===== src/rtl/acc_pkg.sv =====
// Shared accelerator definitions: bus widths, word-to-byte addressing and the
// bus-interface FSM encoding used by both the input-map reader and output-map writer.
package acc_pkg;

    localparam int DATA_W     = 32;
    localparam int ADDR_W     = 32;
    localparam int WORD_SHIFT = 2;

    typedef logic [1:0] state_t;

    localparam state_t IDLE  = 2'd0;
    localparam state_t ISSUE = 2'd1;
    localparam state_t DRAIN = 2'd2;

endpackage


===== src/rtl/imap_biu_fifo.sv =====
// Single-clock return-data FIFO; pointers carry one extra wrap bit so full and
// empty are distinguishable without a separate occupancy register.
module imap_biu_fifo #(
    parameter int DEPTH  = 8,
    parameter int DATA_W = acc_pkg::DATA_W
) (
    input  logic                     clk,
    input  logic                     rst,
    input  logic                     push,
    input  logic [DATA_W-1:0]        push_data,
    input  logic                     pop,
    output logic [DATA_W-1:0]        head,
    output logic                     full,
    output logic                     empty,
    output logic [$clog2(DEPTH):0]   count
);

    localparam int AW = $clog2(DEPTH);

    logic [DATA_W-1:0] mem [DEPTH];
    logic [AW:0]       wr_ptr;
    logic [AW:0]       rd_ptr;
    logic              do_push;
    logic              do_pop;

    assign count   = wr_ptr - rd_ptr;
    assign empty   = (wr_ptr == rd_ptr);
    assign full    = (count == (AW+1)'(DEPTH));
    assign head    = mem[rd_ptr[AW-1:0]];
    assign do_push = push && !full;
    assign do_pop  = pop && !empty;

    // NOTE: storage is deliberately left unreset; only the pointers define validity.
    always_ff @(posedge clk) begin
        if (do_push) begin
            mem[wr_ptr[AW-1:0]] <= push_data;
        end
    end

    // NOTE: sequential state uses non-blocking assignments so every register samples pre-edge values.
    always_ff @(posedge clk) begin
        if (rst) begin
            wr_ptr <= '0;
            rd_ptr <= '0;
        end else begin
            if (do_push) wr_ptr <= wr_ptr + (AW+1)'(1);
            if (do_pop)  rd_ptr <= rd_ptr + (AW+1)'(1);
        end
    end

endmodule


===== src/rtl/imap_biu.sv =====
// Input feature map bus interface unit: issues credit-limited word reads and streams
// the returns to the line buffer. Optional perf counters: define IMAP_BIU_PERF_EN.
module imap_biu #(
    parameter int FIFO_DEPTH = 8,
    parameter int DATA_W     = acc_pkg::DATA_W,
    parameter int ADDR_W     = acc_pkg::ADDR_W
) (
    input  logic              clk,
    input  logic              rst,
    input  logic [7:0]        in_ch,
    input  logic [15:0]       map_size,
    input  logic [ADDR_W-1:0] imap_base_addr,
    input  logic              imap_read_req,
    output logic              imap_busy,
    output logic              imap_read_done,
    output logic              imap_biu2arb_req,
    output logic [ADDR_W-1:0] imap_biu2arb_addr,
    output logic              imap_biu2arb_vld,
    input  logic              imap_biu2arb_rdy,
    input  logic [DATA_W-1:0] arb2imap_biu_data,
    input  logic              arb2imap_biu_vld,
    output logic [DATA_W-1:0] imap_biu2line_buf_data,
    output logic              imap_biu2line_buf_vld,
    input  logic              imap_biu2line_buf_rdy
`ifdef IMAP_BIU_PERF_EN
    ,
    output logic [31:0]       imap_perf_stall,
    output logic [31:0]       imap_perf_credit_stall
`endif
);

    import acc_pkg::*;

    localparam int            CW      = $clog2(FIFO_DEPTH) + 1;
    localparam logic [CW:0]   CREDITS = (CW+1)'(FIFO_DEPTH);

    state_t            state;
    logic [23:0]       total;
    logic [23:0]       word_cnt;
    logic [23:0]       req_total;
    logic [ADDR_W-1:0] base;
    logic [CW-1:0]     outstanding;
    logic [CW-1:0]     fifo_count;
    logic              fifo_full;
    logic              fifo_empty;
    logic [DATA_W-1:0] fifo_head;
    logic              done;
    logic              issue_hs;
    logic              ret_ok;
    logic              pop;

    assign req_total = 24'(in_ch) * 24'(map_size);
    // Credits cover both in-flight reads and buffered words, so a return can never overflow.
    assign imap_biu2arb_vld  = (state == ISSUE) &&
                               (({1'b0, outstanding} + {1'b0, fifo_count}) < CREDITS);
    assign imap_biu2arb_addr = base + (ADDR_W'(word_cnt) << WORD_SHIFT);
    assign imap_biu2arb_req  = (state == ISSUE) || ((state == DRAIN) && (outstanding != '0));
    assign imap_busy         = (state != IDLE);
    assign imap_read_done    = done;

    assign issue_hs = imap_biu2arb_vld && imap_biu2arb_rdy;
    assign ret_ok   = arb2imap_biu_vld && (outstanding != '0);
    assign pop      = imap_biu2line_buf_vld && imap_biu2line_buf_rdy;

    assign imap_biu2line_buf_vld  = !fifo_empty;
    assign imap_biu2line_buf_data = fifo_empty ? '0 : fifo_head;

    always_ff @(posedge clk) begin
        if (rst) begin
            state       <= IDLE;
            total       <= '0;
            word_cnt    <= '0;
            base        <= '0;
            outstanding <= '0;
            done        <= 1'b0;
        end else begin
            done <= 1'b0;
            case (state)
                IDLE: if (imap_read_req) begin
                    base     <= imap_base_addr;
                    total    <= req_total;
                    word_cnt <= '0;
                    if (req_total == '0) done  <= 1'b1;
                    else                 state <= ISSUE;
                end
                ISSUE: if (issue_hs) begin
                    word_cnt <= word_cnt + 24'd1;
                    if (word_cnt == total - 24'd1) state <= DRAIN;
                end
                DRAIN: if (outstanding == '0 && fifo_empty) begin
                    done  <= 1'b1;
                    state <= IDLE;
                end
                default: state <= IDLE;
            endcase
            case ({issue_hs, ret_ok})
                2'b10:   outstanding <= outstanding + CW'(1);
                2'b01:   outstanding <= outstanding - CW'(1);
                default: outstanding <= outstanding;
            endcase
        end
    end

    imap_biu_fifo #(
        .DEPTH  (FIFO_DEPTH),
        .DATA_W (DATA_W)
    ) u_fifo (
        .clk       (clk),
        .rst       (rst),
        .push      (ret_ok),
        .push_data (arb2imap_biu_data),
        .pop       (pop),
        .head      (fifo_head),
        .full      (fifo_full),
        .empty     (fifo_empty),
        .count     (fifo_count)
    );

`ifdef IMAP_BIU_PERF_EN
    always_ff @(posedge clk) begin
        if (rst || (state == IDLE && imap_read_req)) begin
            imap_perf_stall        <= '0;
            imap_perf_credit_stall <= '0;
        end else begin
            if (imap_biu2arb_vld && !imap_biu2arb_rdy && imap_perf_stall != '1)
                imap_perf_stall <= imap_perf_stall + 32'd1;
            if (state == ISSUE && !imap_biu2arb_vld && imap_perf_credit_stall != '1)
                imap_perf_credit_stall <= imap_perf_credit_stall + 32'd1;
        end
    end
`endif

    // Unsolicited returns are dropped by ret_ok; these flag them and any credit breach.
    a_no_spurious_return: assert property (@(posedge clk) disable iff (rst)
        !(arb2imap_biu_vld && outstanding == '0 && state != IDLE));
    a_no_fifo_overflow: assert property (@(posedge clk) disable iff (rst)
        !(ret_ok && fifo_full));

endmodule


===== config.mk =====
export PLATFORM = sky130hd
export DESIGN_NAME = imap_biu
export DESIGN_NICKNAME = d
export VERILOG_FILES = /design/src/rtl/acc_pkg.sv /design/src/rtl/imap_biu_fifo.sv /design/src/rtl/imap_biu.sv
export SDC_FILE = /design/constraint.sdc
export NUM_CORES = 1
export LEC_CHECK = 0
export BUFFER_PORTS_ARGS = -buffer_cell sky130_fd_sc_hd__buf_2
export CORE_UTILIZATION = 47
export DETAILED_ROUTE_END_ITERATION = 12
export PLACE_DENSITY = 0.66
export SYNTH_ARGS = -nofsm -noshare
export SYNTH_HDL_FRONTEND = slang
export SYNTH_SLANG_ARGS = --single-unit
export TNS_END_PERCENT = 5

===== constraint.sdc =====
create_clock -name clk -period 6.2 [get_ports clk]
set_input_delay 0.31 -clock clk [delete_from_list [all_inputs] [get_ports clk]]
set_output_delay 0.31 -clock clk [all_outputs]
set_load 0.005 [all_outputs]

==> metrics.cfg, run 1 <==
[outcome]
outcome = finished clean

[power_and_ir_drop]
p_sw_mw = 2.947
vdd_drop_max_mv = 0.3122
comb_power_share_pct = 37.9
pwr_density_cell_nw_per_um2 = 372.0
power_frac_clock_pct = 28.3
internal-power_mw = 5.566
power_switching_share_pct = 34.62
p_leak_nw = 8.867
power.share.sequential_pct = 33.8

[critical_path]
worst_r2r_endpoint = outstanding[3]
worstPathMaxFanout = 16
cp-endpoint = imap_read_done
worstPathRequired_ps = 6650
ff2ff_setup_slack_ps = 2190
worst_setup_path_startpoint = in_ch[3]
critPathArrivalTime_ps = 5830
worst-setup-path-type = primary input to register
reg2reg_depth = 16
crit_path_start_kind = primary input
critical_path.reg2reg.startpoint = u_fifo.wr_ptr[0]
crit_path_capture_type = register

[floorplanning]
io-pin-count = 163
die_w_um = 208.2
std_cell_rows = 75
die_height_um = 208.2
die-area_um2 = 43330
floorplan.core_area_um2 = 41950
initial_utilization_pct = 47.62

[sta]
post-route-min-period_ps = 5382
finalClockSkew_ps = 12.02
report.final.setup_viol = 0
rsz0062_at_grt = no
report.final.hold_viol_count = 0
final_min_period_over_clock_period_pct = 86.80
relative_max_transition_margin_pct = 27.68
worst_pin_slew_ps = 1082
setup-tns-final_ps = 0
drv_slew = 0
clock.fmax_mhz = 185.8

[yosys]
synthesis.area_per_instance_um2 = 11.86
synth.yosys.seq_area_share_pct = 48.31
ys_async_sr_fraction_pct = 0
synth_nets = 1946
count_of_different_cell_masters_after_synthesis = 74
yosys_register_bits = 354
ys_dominant_reg_cell = sky130_fd_sc_hd__edfxtp_1
synth-edff-count = 256
synth_largest_type_area_fraction_pct = 38.48
post_synth_inst_count = 1684
synthesis.area_um2 = 19980
yosys_warnings = 0
synthDominantAreaCellType = sky130_fd_sc_hd__edfxtp_1
synthTopCellsByArea = sky130_fd_sc_hd__edfxtp_1 38%, sky130_fd_sc_hd__dfxtp_1 9.8%, sky130_fd_sc_hd__fa_1 8.7%

[cells_and_area]
final-instance-count-excl-fill = 2422
filler_cell_count = 3605
final_layout_size_suffix_gt1_share_pct = 17.93
layout.nets = 2113
seq_area_um2 = 9656
multi_input_area_um2 = 9638
area.growth.synth_to_final_pct = 14.56

[routing]
drt_wl_total_um = 44750
drt_first_pass_iters = 5
dr_total_vias = 13300
post-route-drc-count = 0
viasPerCell = 5.489
antenna_left = 0
first_iter_violations = 721
detail_route.wl_per_cell_um = 18.48

[cts]
cts_buffers = 37
clk_transition_reported_paths_ps = 60
cts.path.max_buffers = 3
clock-root-buffer = sky130_fd_sc_hd__clkbuf_16
post_cts_resized = 0
worst_skew_pair.late_latency_ps = 540
cts.htree.levels = 2
cts_tree = yes
numClockSinks = 354

[worst_hold_path]
min_from = imap_base_addr[15]
worst_hold_check_path_type = primary input to register

[global_routing]
track_usage_pct = 21.21
grt_first_pass_wirelength_um = 72590
total_global_routing_overflow = 0
antenna_found_initial = 8
grt_pass1_vias = 13690
maximum_number_of_pins_on_one_net_before_global_route_repair = 75

[placement]
place.detailed.instances = 2332
dp.final_hpwl_um = 30170
buffer_ports.inserted = 162
gp_congestion = 0.8897

[run]
maxCapViolCount = 0

layer usage:
layer	vias to the layer above	wire length, um	global-route usage (%)
met5	-	60	0
met4	10	967	5.900
met3	79	2557	4.589
met2	306	22230	36.67
met1	6591	18940	26.83
li1	6309	-	-
kinds of logic after synthesis:
group / share of synthesized area [%]
DFF: 48.31
buffers and inverters: 3.727
muxes: 9.020
xor gates and xnor gates: 4.341
AOI/OAI and AO/OA: 7.341
adders and majority gates: 13.79
and+or+nand+nor: 13.47
synthesized netlist by cell type, drive strengths merged, types with 32 or more instances:
cell type / count
fa: 87
xnor2: 51
nand2: 174
mux2i: 36
mux4: 64
dfxtp: 98
nor2: 115
xor2: 48
clkbuf: 47
a21oi: 103
ha: 81
nand3: 32
edfxtp: 256
inv: 125
and2: 115
power by group through the flow:
stage | Clock [mW] | Combinational, mW | Sequential (mW)
3_5_place_dp | 0 | 3.22 | 2.93
2_1_floorplan | 0 | 2.50 | 2.83
3_3_place_gp | 0 | 3.17 | 2.92
5_1_grt | 2.55 | 3.64 | 2.91
4_1_cts | 2.46 | 3.26 | 2.88
6_report | 2.41 | 3.23 | 2.88
layout make-up:
class,instances,area share [%]
multi-input cells,1138,42.12
repair buffers,195,4.834
flip-flops and latches,354,42.19
clock inverters,24,1.569
inverters,125,2.050
well taps,539,2.947
clock buffers,44,4.254
diodes,3,0.03281
sequential cells by signal, summed over array words and instances, names as in the netlist, named ones only:
register	cells
u_fifo.rd_ptr	4
u_fifo.mem	256
total	24
state	2
outstanding	4
word_cnt	24
u_fifo.wr_ptr	4
imap_read_done	1
base	32
cell usage in the layout, fill, tap and decap left out, drive strengths merged, types with 44 or more instances in the layout:
cell type and n:
edfxtp 256, buf 176, nand2 174, inv 127, and2 115, nor2 115, a21oi 103, dfxtp 98
fa 87, ha 81, mux4 64, xnor2 51, xor2 48, clkbuf 44
worst min-delay path by stage:
| stage | to | depth (start not counted) |
|---|---|---|
| after floorplan | u_fifo.mem[0][0] | 0 |
| after global placement | base[1] | 2 |
| after detailed placement | base[0] | 2 |
| after CTS | base[0] | 3 |
| after global routing | base[22] | 3 |
| final | base[15] | 3 |
worst max-delay path: stages:
cell	delay (ps)
sky130_fd_sc_hd__buf_2	260
sky130_fd_sc_hd__and2_1	200
sky130_fd_sc_hd__fa_1	440
sky130_fd_sc_hd__fa_1	530
sky130_fd_sc_hd__fa_1	550
sky130_fd_sc_hd__inv_1	50
sky130_fd_sc_hd__fa_1	530
sky130_fd_sc_hd__inv_1	40
sky130_fd_sc_hd__ha_1	360
sky130_fd_sc_hd__a21oi_1	250
sky130_fd_sc_hd__nand2_1	160
sky130_fd_sc_hd__a21o_1	220
sky130_fd_sc_hd__o21ai_1	180
sky130_fd_sc_hd__nand2_1	80
sky130_fd_sc_hd__a2111o_1	380
sky130_fd_sc_hd__or4_1	530
sky130_fd_sc_hd__or4b_1	510
sky130_fd_sc_hd__a211oi_2	230
through the flow:
stage | worst slack, ps | hold slack (ps) | util, % | cell area, um^2 | total power [mW]
floorplan | 715.3 | 408.9 | - | 19980 | 5.328
global placement | 411.2 | 437.9 | 50.91 | 21350 | 6.093
detailed placement | 292.8 | 445.9 | 50.91 | 21350 | 6.156
CTS | 853.4 | 2.492 | 54.54 | 22880 | 8.603
global route | 472.6 | 18.52 | 54.55 | 22880 | 9.105
finish | 818.2 | 24.72 | 54.55 | 22880 | 8.513
repair_timing:
item,in CTS,in global routing
hold endpoints to repair,19,0
hold buffers,19,0
setup buffers,0,0
No activity file was read; power rests on OpenSTA's default activity.
==> run 2, diff against run 1 <==
--- a/config.mk
+++ b/config.mk
@@ -11,5 +11,6 @@
 export PLACE_DENSITY = 0.66
 export SYNTH_ARGS = -nofsm -noshare
 export SYNTH_HDL_FRONTEND = slang
+export SYNTH_HIERARCHICAL = 1
 export SYNTH_SLANG_ARGS = --single-unit
 export TNS_END_PERCENT = 5
==> run 2 against run 1 <==
Maximum frequency up 0.52%. Clock power down 7%. Register-to-register slack worse by 310 ps. Largest cell class is now multi-input gates. Die area up 2.7%. Critical endpoint unchanged. Power down 8.4%. Sequential share of layout area down 0.78 points. Critical path depth up 1. Worst hold slack worse by 2.1 ps. Final cell count up 2.8%. Largest power group is now registers. Area after synthesis up 2.7%. Routed wire length down 2.8%.
==> metrics.cfg, run 2 <==
[global_routing]
grt_pass1_vias = 14020  ; +2.4%
track_usage_pct = 20.31  ; -0.90 points
antenna_found_initial = 0  ; -8
grt_first_pass_wirelength_um = 71420  ; -1.6%
total_global_routing_overflow = 0  ; unchanged
maximum_number_of_pins_on_one_net_before_global_route_repair = 78  ; +4.0%

[worst_hold_path]
min_from = imap_base_addr[2]
min_delay_path_depth = 3  ; unchanged
worst_hold_check_path_type = primary input to register
min_delay_worst_endpoint = base[2]

[sta]
post-route-min-period_ps = 5354  ; -27.80 ps
clock.fmax_mhz = 186.8  ; +0.52%
relative_max_transition_margin_pct = 31.02  ; +3.3 points
rsz0062_at_grt = no
report.final.hold_viol_count = 0  ; unchanged
finalWorstSetupSlack_ps = 846.0  ; +27.81 ps
setup-tns-final_ps = 0  ; unchanged
final_min_period_over_clock_period_pct = 86.35  ; -0.45 points
finalClockSkew_ps = 9.303  ; -2.714 ps
drv_slew = 0  ; unchanged
timing.hold.ws_ps = 22.66  ; -2.055 ps
report.final.setup_viol = 0  ; unchanged
worst_pin_slew_ps = 1035  ; -47.41 ps

[floorplanning]
io-pin-count = 163  ; unchanged
std_cell_rows = 76  ; +1.3%
floorplan.core_area_um2 = 43080  ; +2.7%
die_w_um = 210.9  ; +1.3%
initial_utilization_pct = 47.62  ; about the same
die-area_um2 = 44490  ; +2.7%
die_height_um = 210.9  ; +1.3%

[power_and_ir_drop]
pwr_density_cell_nw_per_um2 = 334.5  ; -10%
internal-power_mw = 5.207  ; -6.4%
p_leak_nw = 9.159  ; +3.3%
power_frac_clock_pct = 28.9  ; +0.6 points
p_sw_mw = 2.590  ; -12%
power_switching_share_pct = 33.22  ; -1.4 points
comb_power_share_pct = 35.0  ; -2.9 points
power.share.sequential_pct = 36.2  ; +2.4 points
vdd_drop_max_mv = 0.2340  ; -25%
design_power_total_mw = 7.797  ; -8.4%

[routing]
drt_first_pass_iters = 4  ; -1
post-route-drc-count = 0  ; unchanged
dr_total_vias = 13450  ; +1.1%
viasPerCell = 5.402  ; -1.6%
drt_wl_total_um = 43520  ; -2.8%
detail_route.wl_per_cell_um = 17.48  ; -5.4%
antenna_left = 0  ; unchanged
first_iter_violations = 741  ; +2.8%

[yosys]
ys_dominant_reg_cell = sky130_fd_sc_hd__edfxtp_1
synthTopCellsByArea = sky130_fd_sc_hd__edfxtp_1 37%, sky130_fd_sc_hd__dfxtp_1 9.6%, sky130_fd_sc_hd__fa_1 8.5%
synthesis.area_per_instance_um2 = 12.05  ; +1.5%
count_of_different_cell_masters_after_synthesis = 82  ; +11%
synthesis.area_um2 = 20510  ; +2.7%
yosys_register_bits = 354  ; unchanged
ys_async_sr_fraction_pct = 0  ; unchanged
yosys_warnings = 6  ; +6
synthDominantAreaCellType = sky130_fd_sc_hd__edfxtp_1
synth.yosys.seq_area_share_pct = 47.04  ; -1.3 points
synth-edff-count = 256  ; unchanged
post_synth_inst_count = 1703  ; +1.1%
synth_nets = 1965  ; +0.98%
synth_largest_type_area_fraction_pct = 37.47  ; -1.0 points
synthMostInstantiatedCell = sky130_fd_sc_hd__edfxtp_1
synth.top_cells.by_count = 256 x sky130_fd_sc_hd__edfxtp_1, 157 x sky130_fd_sc_hd__nand2_1, 135 x sky130_fd_sc_hd__inv_1, 112 x sky130_fd_sc_hd__and2_1, 107 x sky130_fd_sc_hd__a21oi_1

[placement]
dp.final_hpwl_um = 29110  ; -3.5%
place.detailed.instances = 2395  ; +2.7%
gp_congestion = 0.8323  ; -6.5%
dp_slack_ps = 172.9  ; -119.9 ps
placed_area_um2 = 21810  ; +2.1%
buffer_ports.inserted = 162  ; unchanged

[cts]
post_cts_resized = 0  ; unchanged
worst_skew_pair.late_latency_ps = 540  ; about the same
cts_buffers = 39  ; +5.4%
clk_transition_reported_paths_ps = 60  ; about the same
clock-root-buffer = sky130_fd_sc_hd__clkbuf_16
cts_post_setup_buffers_inserted = 0  ; unchanged
cts.path.max_buffers = 3  ; unchanged
numClockSinks = 354  ; unchanged
cts.htree.levels = 2  ; unchanged
cts_tree = yes
cts_hold_repair.buffers = 26  ; +7

[critical_path]
critPathArrivalTime_ps = 5800  ; -30 ps
crit_top_cell = sky130_fd_sc_hd__fa_1
reg2reg_depth = 14  ; -2
cpPeakStageDelay_ps = 680  ; +130 ps
worstPathMaxFanout = 16  ; unchanged
critical_path.reg2reg.startpoint = u_fifo/wr_ptr[2]
crit_path_capture_type = register
cp_max_stage_cell = sky130_fd_sc_hd__or4b_2
ff2ff_setup_slack_ps = 1880  ; -310 ps
crit_path_start_kind = primary input
worst-setup-path-type = primary input to register
worstPathRequired_ps = 6650  ; about the same
worst_r2r_endpoint = word_cnt[23]
cp_cell_sequence = buf_2 > nand2_1 > fa_1 > fa_1 > inv_1 > fa_1 > inv_1 > fa_1 > inv_1 > ha_1 > a21oi_1 > o21ai_0 > xor2_1 > or4b_2 > a2111oi_0 > nand4_1 > nor4b_2 > nand4_1 > a211oi_1
critical_path_buf_inv_count = 4  ; +1
crit_family = adder cells

[cells_and_area]
filler_cell_count = 3770  ; +4.6%
antenna_cells_inserted = 0  ; -3
final_layout_size_suffix_gt1_share_pct = 17.12  ; -0.80 points
final-instance-count-excl-fill = 2489  ; +2.8%
layout.nets = 2139  ; +1.2%
final_util_pct = 54.12  ; -0.43 points
area.growth.synth_to_final_pct = 13.64
most-common-layout-cells = 256 x sky130_fd_sc_hd__edfxtp_1, 162 x sky130_fd_sc_hd__buf_2, 156 x sky130_fd_sc_hd__nand2_1
finalInstanceArea_um2 = 23310  ; +1.9%
largest_reg_flops = 256  ; unchanged
layout_commonest_cell = sky130_fd_sc_hd__edfxtp_1

[outcome]
outcome = finished clean

[run]
maxCapViolCount = 0  ; unchanged

## run 2: cell count changes in the layout (fill, tap and decap cells not counted), moves of 17 or more
cell and change:
sky130_fd_sc_hd__mux2i_1 -30, sky130_fd_sc_hd__mux4_1 +34, sky130_fd_sc_hd__mux2_2 +33, sky130_fd_sc_hd__nor2b_1 +31
sky130_fd_sc_hd__nor2_1 -36, sky130_fd_sc_hd__nand2_1 -17, sky130_fd_sc_hd__mux4_2 -34
## run 2: how the worst max path moves through the flow
stage                           to     start  cells past startpoint  slack [ps]
global placement    imap_read_done  in_ch[7]                     19         340
floorplan           imap_read_done  in_ch[7]                     18         800
global route        imap_read_done  in_ch[7]                     19         350
finish              imap_read_done  in_ch[7]                     19         850
CTS                 imap_read_done  in_ch[7]                     19         770
detailed placement  imap_read_done  in_ch[7]                     19         170
## run 2: area by class of cell
class | instances | area [um^2] | share of cell area [%]
clock buffer | 50 | 1059 | 4.541
inverter | 135 | 506.7 | 2.174
timing repair buffer | 202 | 1176 | 5.045
multi-input combinational | 1145 | 10000 | 42.90
clock inverter | 18 | 182.7 | 0.7836
sequential | 354 | 9654 | 41.41
tap | 585 | 732.0 | 3.140
## run 2: power groups by stage
stage | Combinational (mW) | Sequential [mW] | Clock, mW
after CTS | 2.75 | 2.82 | 2.32
after floorplan | 2.06 | 2.82 | 0
final | 2.73 | 2.82 | 2.25
after global placement | 2.68 | 2.87 | 0
after detailed placement | 2.72 | 2.87 | 0
after global routing | 3.11 | 2.84 | 2.40
## run 2: worst min-delay path: stages
cell and delay (ps):
sky130_fd_sc_hd__buf_2 100, sky130_fd_sc_hd__nand2_1 50, sky130_fd_sc_hd__a21oi_1 50
## run 2: logic make-up after synthesis
family          synth area share (%)
simple gates                   13.95
flops                          47.04
compound gates                 7.539
buf+inv                        4.379
fa+ha+maj                      13.43
mux                            9.826
xor+xnor                       3.837
## run 2: metal layers
layer,GRT usage (%),routed length [um]
met5,0,0
met4,5.172,827
met3,3.137,1407
met2,37.44,22800
met1,24.66,18480
==> run 3, diff against run 2 <==
==> constraint.sdc (replaced) <==
create_clock -name clk -period 5.27 [get_ports clk]
set_input_delay 0.2635 -clock clk [delete_from_list [all_inputs] [get_ports clk]]
set_output_delay 0.2635 -clock clk [all_outputs]
set_load 0.005 [all_outputs]
==> run 3 against run 2 <==
Power grew 27%. Clock-buffer cell count shrank 3. Clock power grew 16%. Largest power group is now combinational cells. Highest routed layer unchanged.
==> metrics.cfg, run 3 (synthesis results as in run 2) <==
[outcome]
outcome = finished clean

[sta]
relative_max_transition_margin_pct = 22.93  ; -8.1 points
timing.hold.ws_ps = 28.46  ; +5.791 ps
rsz0062_at_grt = no
final_min_period_over_clock_period_pct = 94.43
worst_pin_slew_ps = 1156  ; +121.4 ps
drv_slew = 0  ; unchanged
report.final.hold_viol_count = 0  ; unchanged
clock.fmax_mhz = 200.9
setup-tns-final_ps = 0  ; unchanged
finalWorstSetupSlack_ps = 293.6  ; -552.4 ps
finalClockSkew_ps = 32.04  ; +22.73 ps
report.final.setup_viol = 0  ; unchanged
post-route-min-period_ps = 4976

[critical_path]
crit_path_capture_type = register
worstPathMaxFanout = 11  ; -5
worst-setup-path-type = primary input to register
crit_path_start_kind = primary input
ff2ff_setup_slack_ps = 950  ; -930 ps
critPathArrivalTime_ps = 5450  ; -350 ps
worstPathRequired_ps = 5750  ; -900 ps

[cts]
worst_skew_pair.late_latency_ps = 560  ; +20 ps
cts_tree = yes
numClockSinks = 354  ; unchanged
cts.htree.levels = 2  ; unchanged
clock-root-buffer = sky130_fd_sc_hd__clkbuf_16
cts_buffers = 38  ; -2.6%
cts.path.max_buffers = 3  ; unchanged
clk_transition_reported_paths_ps = 60  ; about the same

[routing]
detail_route.wl_per_cell_um = 17.19  ; -1.7%
antenna_left = 0  ; unchanged
first_iter_violations = 669  ; -9.7%
post-route-drc-count = 0  ; unchanged
dr_total_vias = 13950  ; +3.7%
viasPerCell = 5.358  ; -0.80%
drt_first_pass_iters = 5  ; +1
drt_wl_total_um = 44740  ; +2.8%

[floorplanning]
floorplan.core_area_um2 = 43080  ; unchanged
die_height_um = 210.9  ; unchanged
io-pin-count = 163  ; unchanged
std_cell_rows = 76  ; unchanged
die-area_um2 = 44490  ; unchanged
initial_utilization_pct = 47.62  ; unchanged
die_w_um = 210.9  ; unchanged

[power_and_ir_drop]
internal-power_mw = 6.613  ; +27%
power.share.sequential_pct = 33.6  ; -2.6 points
power_frac_clock_pct = 26.5  ; -2.4 points
p_sw_mw = 3.295  ; +27%
comb_power_share_pct = 40.0  ; +5.0 points
p_leak_nw = 9.684  ; +5.7%
pwr_density_cell_nw_per_um2 = 407.5  ; +22%
power_switching_share_pct = 33.26  ; +0.037 points
design_power_total_mw = 9.909  ; +27%
vdd_drop_max_mv = 0.2526  ; +7.9%

[placement]
buffer_ports.inserted = 162  ; unchanged
dp_slack_ps = -579.2  ; -752.1 ps
gp_congestion = 0.8229  ; -1.1%
dp.final_hpwl_um = 29700  ; +2.0%

[global_routing]
antenna_found_initial = 0  ; unchanged
maximum_number_of_pins_on_one_net_before_global_route_repair = 78  ; unchanged
grt_first_pass_wirelength_um = 72780  ; +1.9%
total_global_routing_overflow = 0  ; unchanged
track_usage_pct = 20.64  ; +0.33 points
grt_pass1_vias = 14490  ; +3.4%

[run]
maxCapViolCount = 0  ; unchanged

[cells_and_area]
filler_cell_count = 3594  ; -4.7%
area.growth.synth_to_final_pct = 18.53
layout.nets = 2251  ; +5.2%
largest_reg_flops = 256  ; unchanged
final_layout_size_suffix_gt1_share_pct = 20.42  ; +3.3 points
final_util_pct = 56.45  ; +2.3 points
layout_commonest_cell = sky130_fd_sc_hd__edfxtp_1
antenna_cells_inserted = 0  ; unchanged
most-common-layout-cells = 256 x sky130_fd_sc_hd__edfxtp_1, 162 x sky130_fd_sc_hd__buf_2, 156 x sky130_fd_sc_hd__nand2_1

[worst_hold_path]
worst_hold_check_path_type = primary input to register

## run 3: area by class of cell
class,instances,area (um^2),area share (%)
multi-input combinational,1145,10060,41.39
sequential,354,9654,39.71
timing repair buffer,315,2117,8.707
clock buffer,47,1016,4.178
tap,585,732.0,3.010
inverter,135,506.7,2.084
clock inverter,22,225.2,0.9263
## run 3: routing by layer
metal | vias to the layer above | track usage, % | routed length [um]
met1 | 6969 | 24.47 | 18780
met4 | 0 | 5.272 | 695
met3 | 57 | 3.315 | 1699
li1 | 6671 | - | -
met2 | 251 | 38.63 | 23570
met5 | - | 0 | 0
## run 3: power groups by stage
stage | Clock (mW) | Combinational [mW] | Sequential [mW]
floorplan | 0 | 2.44 | 3.32
finish | 2.62 | 3.96 | 3.33
CTS | 2.69 | 3.89 | 3.33
global route | 2.79 | 4.45 | 3.35
global placement | 0 | 3.75 | 3.37
detailed placement | 0 | 3.83 | 3.38
## run 3: worst paths after layout
kind,start,endpoint,cells after the start
worst max-delay path,in_ch[4],imap_read_done,20
worst min-delay path,arb2imap_biu_data[0],u_fifo/mem[2][0],1
worst max register to register,u_fifo/wr_ptr[2],word_cnt[21],13
worst min register to register,base[25],base[25],2
## run 3: what timing repair did
action                                  in CTS  in global routing
gates resized for setup                      0                 11
endpoints found under the setup margin       0                  2
endpoints found under the hold margin      273                  0
hold buffers                                63                  0
setup buffers                                0                  1
## run 3: through the flow
step | cell area [um^2] | instances
6_report | 24310 | 2603
3_5_place_dp | 22380 | 2470
4_1_cts | 24250 | 2602
2_1_floorplan | 20520 | 1703
5_1_grt | 24310 | 2603
3_3_place_gp | 22380 | 2470
## run 3: worst max-delay path, cell delays in order
cell,delay [ps]
sky130_fd_sc_hd__buf_2,140
sky130_fd_sc_hd__buf_4,180
sky130_fd_sc_hd__and2_1,160
sky130_fd_sc_hd__fa_1,550
sky130_fd_sc_hd__fa_1,440
sky130_fd_sc_hd__fa_1,550
sky130_fd_sc_hd__inv_1,50
sky130_fd_sc_hd__fa_1,520
sky130_fd_sc_hd__inv_1,40
sky130_fd_sc_hd__ha_1,300
sky130_fd_sc_hd__o21a_1,120
sky130_fd_sc_hd__or2_2,290
sky130_fd_sc_hd__buf_4,160
sky130_fd_sc_hd__a31o_2,220
sky130_fd_sc_hd__a21oi_1,170
sky130_fd_sc_hd__xnor2_1,110
sky130_fd_sc_hd__or3b_2,500
sky130_fd_sc_hd__nor4b_4,300
sky130_fd_sc_hd__nand4_1,140
sky130_fd_sc_hd__a211oi_2,230
